$ cat config.mk
export PLATFORM = sky130hd
export DESIGN_NAME = execute
export DESIGN_NICKNAME = d
export VERILOG_FILES = /design/src/rtl/hc_pkg.sv /design/src/rtl/ex_mul_seq.sv /design/src/rtl/execute.sv
export SDC_FILE = /design/constraint.sdc
export NUM_CORES = 1
export LEC_CHECK = 0
export CAP_MARGIN = 20
export CORE_MARGIN = 10
export CORE_UTILIZATION = 59
export CTS_CLUSTER_SIZE = 12
export DETAILED_ROUTE_END_ITERATION = 6
export GPL_TIMING_DRIVEN = 0
export PLACE_DENSITY = 0.88
export SLEW_MARGIN = 20
export SYNTH_ARGS = -nofsm -noshare
export SYNTH_HDL_FRONTEND = slang
export SYNTH_SLANG_ARGS = --single-unit
$ cat constraint.sdc
create_clock -name clk -period 4.47 [get_ports clk]
set_clock_uncertainty 0.2 [all_clocks]
set_input_delay 0.447 -clock clk [delete_from_list [all_inputs] [get_ports clk]]
set_output_delay 0.447 -clock clk [all_outputs]
set_load 0.1 [all_outputs]
$ cat src/rtl/hc_pkg.sv
// Shared opcodes, FSM state encoding and NZCV bit positions for the execute stage.
package hc_pkg;

  localparam logic [3:0] OP_ADD = 4'h0;
  localparam logic [3:0] OP_SUB = 4'h1;
  localparam logic [3:0] OP_AND = 4'h2;
  localparam logic [3:0] OP_OR  = 4'h3;
  localparam logic [3:0] OP_XOR = 4'h4;
  localparam logic [3:0] OP_NOT = 4'h5;
  localparam logic [3:0] OP_SHL = 4'h6;
  localparam logic [3:0] OP_SHR = 4'h7;
  localparam logic [3:0] OP_ASR = 4'h8;
  localparam logic [3:0] OP_MOV = 4'h9;
  localparam logic [3:0] OP_MUL = 4'hA;
  localparam logic [3:0] OP_CMP = 4'hB;
  localparam logic [3:0] OP_ST  = 4'hC;

  localparam int FLAG_N = 3;
  localparam int FLAG_Z = 2;
  localparam int FLAG_C = 1;
  localparam int FLAG_V = 0;

  typedef enum logic [1:0] {
    S_IDLE = 2'd0,
    S_MUL  = 2'd1,
    S_DONE = 2'd2
  } state_e;

endpackage

$ cat src/rtl/ex_mul_seq.sv
// Iterative shift-add multiplier: one partial-product add per cycle, STEPS cycles per multiply.
// done_o holds with the full product until clear_i or a new start_i.
module ex_mul_seq #(
  parameter int WIDTH = 16,
  parameter int STEPS = 16
) (
  input  logic               clk,
  input  logic               reset,
  input  logic               start_i,
  input  logic               clear_i,
  input  logic [WIDTH-1:0]   a_i,
  input  logic [WIDTH-1:0]   b_i,
  output logic               busy_o,
  output logic               last_o,
  output logic               done_o,
  output logic [2*WIDTH-1:0] product_o
);

  localparam int CNT_W = $clog2(STEPS);

  logic [WIDTH-1:0] hi_q, lo_q, mcand_q;
  logic [CNT_W-1:0] cnt_q;
  logic             busy_q, done_q;
  logic [WIDTH:0]   sum;

  // Multiplier bits retire from lo_q[0]; the product grows into hi_q and shifts down into lo_q.
  assign sum = {1'b0, hi_q} + (lo_q[0] ? {1'b0, mcand_q} : '0);

  always_ff @(posedge clk or negedge reset) begin
    if (!reset) begin
      hi_q    <= '0;
      lo_q    <= '0;
      mcand_q <= '0;
      cnt_q   <= '0;
      busy_q  <= 1'b0;
      done_q  <= 1'b0;
    end else if (start_i) begin
      hi_q    <= '0;
      lo_q    <= b_i;
      mcand_q <= a_i;
      cnt_q   <= '0;
      busy_q  <= 1'b1;
      done_q  <= 1'b0;
    end else if (clear_i) begin
      busy_q  <= 1'b0;
      done_q  <= 1'b0;
    end else if (busy_q) begin
      hi_q  <= sum[WIDTH:1];
      lo_q  <= {sum[0], lo_q[WIDTH-1:1]};
      cnt_q <= cnt_q + 1'b1;
      if (last_o) begin
        busy_q <= 1'b0;
        done_q <= 1'b1;
      end
    end
  end

  assign busy_o    = busy_q;
  assign last_o    = busy_q && (cnt_q == CNT_W'(STEPS - 1));
  assign done_o    = done_q;
  assign product_o = {hi_q, lo_q};

endmodule

$ cat src/rtl/execute.sv
// 16-bit execute stage: inline ALU and NZCV flags, sequential multiplier, EX/WB output register.
// Single-cycle ops complete at the accept edge; MUL blocks new work until its result is written out.
module execute
  import hc_pkg::*;
#(
  parameter int WIDTH     = 16,
  parameter int IDX_W     = 5,
  parameter int MUL_STEPS = 16
) (
  input  logic             clk,
  input  logic             reset,
  input  logic             id_ex_valid,
  output logic             ex_ready,
  input  logic [3:0]       id_ex_op,
  input  logic [WIDTH-1:0] id_ex_a,
  input  logic [WIDTH-1:0] id_ex_b,
  input  logic [IDX_W-1:0] id_ex_reg_idx_dst,
  input  logic             id_ex_set_flags,
  input  logic             ex_flush,
  input  logic             wb_stall,
  output logic             ex_wb_valid,
  output logic [WIDTH-1:0] ex_wb_result,
  output logic [3:0]       ex_wb_nzcv,
  output logic [IDX_W-1:0] ex_wb_reg_idx_dst,
  output logic             ex_wb_reg_w,
  output logic             ex_wb_mem_w,
  output logic [WIDTH-1:0] ex_wb_mem_addr,
  output logic [WIDTH-1:0] ex_wb_mem_data
);

  state_e state_q, state_d;

  logic             valid_q, reg_w_q, mem_w_q;
  logic [WIDTH-1:0] result_q, mem_addr_q, mem_data_q;
  logic [3:0]       wb_nzcv_q, flags_q;
  logic [IDX_W-1:0] dst_q, pend_dst_q;
  logic             pend_sf_q;

  logic out_free, accept, mul_start, load_alu, load_mul;
  logic mul_busy, mul_last, mul_done;
  logic [2*WIDTH-1:0] mul_prod;

  assign out_free = !valid_q || !wb_stall;
  assign ex_ready = (state_q == S_IDLE) && out_free && !ex_flush;
  assign accept   = id_ex_valid && ex_ready;

  always_comb begin
    state_d   = state_q;
    mul_start = 1'b0;
    load_alu  = 1'b0;
    load_mul  = 1'b0;
    case (state_q)
      S_IDLE: begin
        if (accept) begin
          if (id_ex_op == OP_MUL) begin
            mul_start = 1'b1;
            state_d   = S_MUL;
          end else begin
            load_alu = 1'b1;
          end
        end
      end
      S_MUL:   if (mul_busy && mul_last) state_d = S_DONE;
      S_DONE: begin
        if (out_free && mul_done) begin
          load_mul = 1'b1;
          state_d  = S_IDLE;
        end
      end
      default: state_d = S_IDLE;
    endcase
    if (ex_flush) begin
      state_d  = S_IDLE;
      load_mul = 1'b0;
    end
  end

  always_ff @(posedge clk or negedge reset) begin
    if (!reset) state_q <= S_IDLE;
    else        state_q <= state_d;
  end

  ex_mul_seq #(.WIDTH(WIDTH), .STEPS(MUL_STEPS)) u_mul (
    .clk       (clk),
    .reset     (reset),
    .start_i   (mul_start),
    .clear_i   (ex_flush || load_mul),
    .a_i       (id_ex_a),
    .b_i       (id_ex_b),
    .busy_o    (mul_busy),
    .last_o    (mul_last),
    .done_o    (mul_done),
    .product_o (mul_prod)
  );

  logic [WIDTH:0]   sum, diff, shl, shr, asr;
  logic [3:0]       sh;
  logic [WIDTH-1:0] alu_res, alu_addr, alu_data;
  logic             alu_c, alu_v, alu_rw, alu_mw;
  logic [3:0]       alu_nzcv, mul_nzcv;

  assign sh   = id_ex_b[3:0];
  assign sum  = {1'b0, id_ex_a} + {1'b0, id_ex_b};
  assign diff = {1'b0, id_ex_a} - {1'b0, id_ex_b};
  // One extra bit beside the operand catches the last bit shifted out; zero shift leaves it 0.
  assign shl  = {1'b0, id_ex_a} << sh;
  assign shr  = {id_ex_a, 1'b0} >> sh;
  assign asr  = $signed({id_ex_a, 1'b0}) >>> sh;

  always_comb begin
    alu_res  = '0;
    alu_c    = 1'b0;
    alu_v    = 1'b0;
    alu_rw   = 1'b1;
    alu_mw   = 1'b0;
    alu_addr = '0;
    alu_data = '0;
    case (id_ex_op)
      OP_ADD: begin
        alu_res = sum[WIDTH-1:0];
        alu_c   = sum[WIDTH];
        alu_v   = (id_ex_a[WIDTH-1] == id_ex_b[WIDTH-1]) && (sum[WIDTH-1] != id_ex_a[WIDTH-1]);
      end
      OP_SUB, OP_CMP: begin
        alu_res = diff[WIDTH-1:0];
        alu_c   = !diff[WIDTH];
        alu_v   = (id_ex_a[WIDTH-1] != id_ex_b[WIDTH-1]) && (diff[WIDTH-1] != id_ex_a[WIDTH-1]);
        alu_rw  = (id_ex_op != OP_CMP);
      end
      OP_AND: alu_res = id_ex_a & id_ex_b;
      OP_OR:  alu_res = id_ex_a | id_ex_b;
      OP_XOR: alu_res = id_ex_a ^ id_ex_b;
      OP_NOT: alu_res = ~id_ex_a;
      OP_MOV: alu_res = id_ex_b;
      OP_SHL: begin
        alu_res = shl[WIDTH-1:0];
        alu_c   = shl[WIDTH];
      end
      OP_SHR: begin
        alu_res = shr[WIDTH:1];
        alu_c   = shr[0];
      end
      OP_ASR: begin
        alu_res = asr[WIDTH:1];
        alu_c   = asr[0];
      end
      OP_ST: begin
        alu_rw   = 1'b0;
        alu_mw   = 1'b1;
        alu_addr = id_ex_a;
        alu_data = id_ex_b;
      end
      default: alu_rw = 1'b0;
    endcase
  end

  always_comb begin
    alu_nzcv         = '0;
    alu_nzcv[FLAG_N] = alu_res[WIDTH-1];
    alu_nzcv[FLAG_Z] = (alu_res == '0);
    alu_nzcv[FLAG_C] = alu_c;
    alu_nzcv[FLAG_V] = alu_v;
    mul_nzcv         = '0;
    mul_nzcv[FLAG_N] = mul_prod[WIDTH-1];
    mul_nzcv[FLAG_Z] = (mul_prod[WIDTH-1:0] == '0);
    mul_nzcv[FLAG_C] = (mul_prod[2*WIDTH-1:WIDTH] != '0);
    mul_nzcv[FLAG_V] = (mul_prod[2*WIDTH-1:WIDTH] != '0);
  end

  always_ff @(posedge clk or negedge reset) begin
    if (!reset) begin
      pend_dst_q <= '0;
      pend_sf_q  <= 1'b0;
    end else if (mul_start) begin
      pend_dst_q <= id_ex_reg_idx_dst;
      pend_sf_q  <= id_ex_set_flags;
    end
  end

  always_ff @(posedge clk or negedge reset) begin
    if (!reset) begin
      valid_q    <= 1'b0;
      result_q   <= '0;
      wb_nzcv_q  <= '0;
      flags_q    <= '0;
      dst_q      <= '0;
      reg_w_q    <= 1'b0;
      mem_w_q    <= 1'b0;
      mem_addr_q <= '0;
      mem_data_q <= '0;
    end else if (ex_flush) begin
      valid_q <= 1'b0;
    end else if (load_alu) begin
      valid_q    <= 1'b1;
      result_q   <= alu_res;
      wb_nzcv_q  <= id_ex_set_flags ? alu_nzcv : flags_q;
      dst_q      <= id_ex_reg_idx_dst;
      reg_w_q    <= alu_rw;
      mem_w_q    <= alu_mw;
      mem_addr_q <= alu_addr;
      mem_data_q <= alu_data;
      if (id_ex_set_flags) flags_q <= alu_nzcv;
    end else if (load_mul) begin
      valid_q    <= 1'b1;
      result_q   <= mul_prod[WIDTH-1:0];
      wb_nzcv_q  <= pend_sf_q ? mul_nzcv : flags_q;
      dst_q      <= pend_dst_q;
      reg_w_q    <= 1'b1;
      mem_w_q    <= 1'b0;
      mem_addr_q <= '0;
      mem_data_q <= '0;
      if (pend_sf_q) flags_q <= mul_nzcv;
    end else if (out_free) begin
      valid_q <= 1'b0;
    end
  end

  assign ex_wb_valid       = valid_q;
  assign ex_wb_result      = result_q;
  assign ex_wb_nzcv        = wb_nzcv_q;
  assign ex_wb_reg_idx_dst = dst_q;
  assign ex_wb_reg_w       = reg_w_q;
  assign ex_wb_mem_w       = mem_w_q;
  assign ex_wb_mem_addr    = mem_addr_q;
  assign ex_wb_mem_data    = mem_data_q;

endmodule
==> impl_metrics.py <==
metrics = {
    "power_and_ir_drop": {
        "static-leakage-power_uw": 0.00551,
        "total_power_uw": 4700,
        "vdd.ir_drop.worst_mv": 0.576,
        "power_per_cell_area_nw_per_um2": 376,
    },
    "yosys": {
        "synth_top_area_share_pct": 29.2,
        "post_synth_num_cell_types": 87,
        "syn_avg_cell_area_um2": 8.71,
        "synth_commonest_cells": "sky130_fd_sc_hd__dfrtp_1, sky130_fd_sc_hd__nand2_1, sky130_fd_sc_hd__o21ai_0",
        "ys_warn_count": 0,
        "synthesis.instances": 1199,
        "synth_most_common_cell": "sky130_fd_sc_hd__dfrtp_1",
        "synth_top_cells_by_area": "sky130_fd_sc_hd__dfrtp_1, sky130_fd_sc_hd__ha_1, sky130_fd_sc_hd__o21ai_0",
        "synth_seq_area_share_pct": 29.2,
        "synth_top_area_cell": "sky130_fd_sc_hd__dfrtp_1",
        "syn_nets": 1318,
        "postSynth.asyncResetShare_pct": 100,
        "synth-main-ff-cell": "sky130_fd_sc_hd__dfrtp_1",
        "post_synth_instance_area_um2": 10400,
        "synth_seq_cells": 122,
        "post_synth_edffs": 0,
    },
    "route": {
        "route.detailed.wl_per_inst_um": 28.6,
        "detail_route.iter0.violations": 1904,
        "finalWirelength_um": 44800,
        "detail-route-antenna-nets": 0,
        "detail_route.vias_per_cell": 7.28,
        "dr_total_vias": 11400,
        "drc": 2,
        "firstDrtPassIters": 7,
    },
    "floorplan": {
        "chipWidth_um": 153,
        "placeableCoreArea_um2": 17300,
        "start_util_pct": 60.4,
        "std_cell_rows": 48,
        "die_height_um": 153,
        "fp.dieArea_um2": 23400,
        "io-pin-count": 108,
    },
    "global_routing": {
        "grt_pass1_wl_um": 67400,
        "antenna_found_initial": 1,
        "grt.overflow.total": 0,
        "gr-usage-all-layers_pct": 36.6,
        "first_global_vias": 10900,
        "grt_max_degree": 77,
    },
    "run_status": {
        "run_status": "finished, violations left",
        "violations": "design-rule violations",
    },
    "sta": {
        "report.final.slew_viol_count": 0,
        "post-route-period-util_pct": 98.2,
        "fin_crit_ns": 4.39,
        "clock.fmax_mhz": 228,
        "setup_slack_ns": 0.0784,
        "timing_hold_violations_final": 0,
        "rsz0062_at_grt": "false",
        "timing.slew.headroom_pct": 32.8,
        "worst_slew_pin_slew_ns": 1.00,
        "finalSetupViolations": 0,
    },
    "clocking": {
        "tritoncts.num_buffers": 17,
        "clkTransAtPathRegs_ns": 0.06,
        "cts.root.buffer_cell": "sky130_fd_sc_hd__clkbuf_16",
        "cts_max_path_buffers": 2,
        "insertion_delay_ns": 0.44,
        "cts_tree": "yes",
        "tritoncts_sinks": 122,
        "cts_htree_levels": 4,
    },
    "finish": {
        "final-seq-area_um2": 3050,
        "nets": 1447,
        "area_delta_synth_final_pct": 19.9,
        "num_antenna_cells": 0,
        "final_layout_size_suffix_gt1_share_pct": 10.8,
        "multi_input_area_um2": 6850,
        "n_fill_cell": 1246,
    },
    "critical_path": {
        "crit_path_end_kind": "register",
        "cp.arrival_ns": 4.53,
        "setup.worst_path.class": "in2reg",
        "worstSetupStartpointType": "input pin",
        "crit_fanout": 10,
        "cp.required_ns": 4.61,
    },
    "placed_design": {
        "place_congestion": 1.06,
        "place.port_buffers": 106,
        "post-place-ws_ns": -0.680,
        "hpwl_detailed_um": 33300,
    },
    "flow_run": {
        "max_cap_violations": 0,
    },
    "min_path": {
        "hold_path.class": "reg2reg",
    },
}
## metal layers
layer,vias up,global-route usage [%],share of wire (%)
met5,-,0,0.029
met1,5417,45.8,38
li1,4717,-,-
met2,1004,54.3,43
met4,2,19.8,6.3
met3,255,12.3,13
## through the flow
step / hold WS, ns / area, um^2 / setup TNS, ns / cells / utilization, %
after floorplan: -0.0486 / 10500 / 0 / 1199 / -
after global placement: 0.262 / 11800 / -209.15 / 1530 / 68.2
after detailed placement: 0.199 / 11800 / -5.22 / 1531 / 68.4
after CTS: 0.294 / 12400 / 0 / 1562 / 71.8
after global routing: 0.313 / 12500 / 0 / 1566 / 72.4
final: 0.289 / 12500 / 0 / 1566 / 72.4
## worst max-delay path, cell delays in order
cell and delay (ns):
sky130_fd_sc_hd__clkdlybuf4s50_1 0.50, sky130_fd_sc_hd__buf_2 0.24, sky130_fd_sc_hd__buf_1 0.51, sky130_fd_sc_hd__mux4_2 0.41
sky130_fd_sc_hd__nor2_1 0.10, sky130_fd_sc_hd__a21oi_1 0.07, sky130_fd_sc_hd__o2bb2ai_1 0.18, sky130_fd_sc_hd__a2111oi_0 0.63
sky130_fd_sc_hd__a21boi_0 0.68, sky130_fd_sc_hd__nor4b_2 0.37, sky130_fd_sc_hd__nand4_1 0.17, sky130_fd_sc_hd__o31ai_2 0.22
## power by group
| group | switching, uW | internal (uW) |
|---|---|---|
| registers | 152 | 1280 |
| clock network | 616 | 740 |
| logic | 1350 | 565 |
| total | 2120 | 2590 |
## what timing repair did
item,4_1_cts,5_1_grt
buffers inserted,0,4
endpoints found under the setup margin,8,8
gates resized for setup,9,19
hold buffers,1,0
hold endpoints to repair,46,0
## sequential cells by signal, summed over array words and instances, names as in the netlist, 2 cells and up
| register | cells |
|---|---|
| ex_wb_mem_data | 16 |
| u_mul.lo_q | 16 |
| state_q | 2 |
| ex_wb_mem_addr | 16 |
| u_mul.cnt_q | 4 |
| flags_q | 4 |
| ex_wb_reg_idx_dst | 5 |
| pend_dst_q | 5 |
| u_mul.hi_q | 16 |
| u_mul.mcand_q | 16 |
| ex_wb_result | 16 |
## cell families after synthesis
logic type / after synthesis / share of synthesized area (%)
muxes: 96 / 12.2
DFF: 122 / 29.2
and+or+nand+nor: 367 / 17.4
xor gates and xnor gates: 19 / 1.59
AOI/OAI and AO/OA: 377 / 24.6
buffers and inverters: 146 / 6.12
adders and majority gates: 72 / 8.84
## layout by cell type (no fill, tap or decap), types with 21 or more instances in the layout
master	n
sky130_fd_sc_hd__clkbuf_1	48
sky130_fd_sc_hd__nor3_1	34
sky130_fd_sc_hd__mux2i_1	44
sky130_fd_sc_hd__a21oi_1	65
sky130_fd_sc_hd__nand2_1	117
sky130_fd_sc_hd__clkdlybuf4s50_1	101
sky130_fd_sc_hd__nor2_1	81
sky130_fd_sc_hd__nor2b_1	24
sky130_fd_sc_hd__o21ai_0	89
sky130_fd_sc_hd__mux2_2	31
sky130_fd_sc_hd__a22o_1	33
sky130_fd_sc_hd__dfrtp_1	122
sky130_fd_sc_hd__o211ai_1	21
sky130_fd_sc_hd__ha_1	69
sky130_fd_sc_hd__inv_1	53
sky130_fd_sc_hd__buf_2	24
## final cells by class
type / count / share of cell area (%)
Multi-Input combinational cell: 931 / 54.7
Sequential cell: 122 / 24.4
Timing Repair Buffer: 112 / 9.01
Buffer: 88 / 3.44
Clock buffer: 17 / 3.40
Tap cell: 225 / 2.25
Inverter: 56 / 1.72
Clock inverter: 15 / 1.14
## path summary, 6_finish.rpt
kind,slack [ns],depth (start not counted),start,end
worst min register to register,0.29,2,ex_wb_result[6],ex_wb_result[6]
min in group asynchronous,0.30,2,reset,ex_wb_result[13]
worst max-delay path,0.08,12,id_ex_b[1],flags_q[2]
max in group asynchronous,3.04,3,reset,u_mul.mcand_q[10]
worst min-delay path,0.29,2,ex_wb_result[6],ex_wb_result[6]
worst max register to register,0.39,13,u_mul.lo_q[0],u_mul.hi_q[13]
Note: power is estimated with default switching activity, not from simulation.
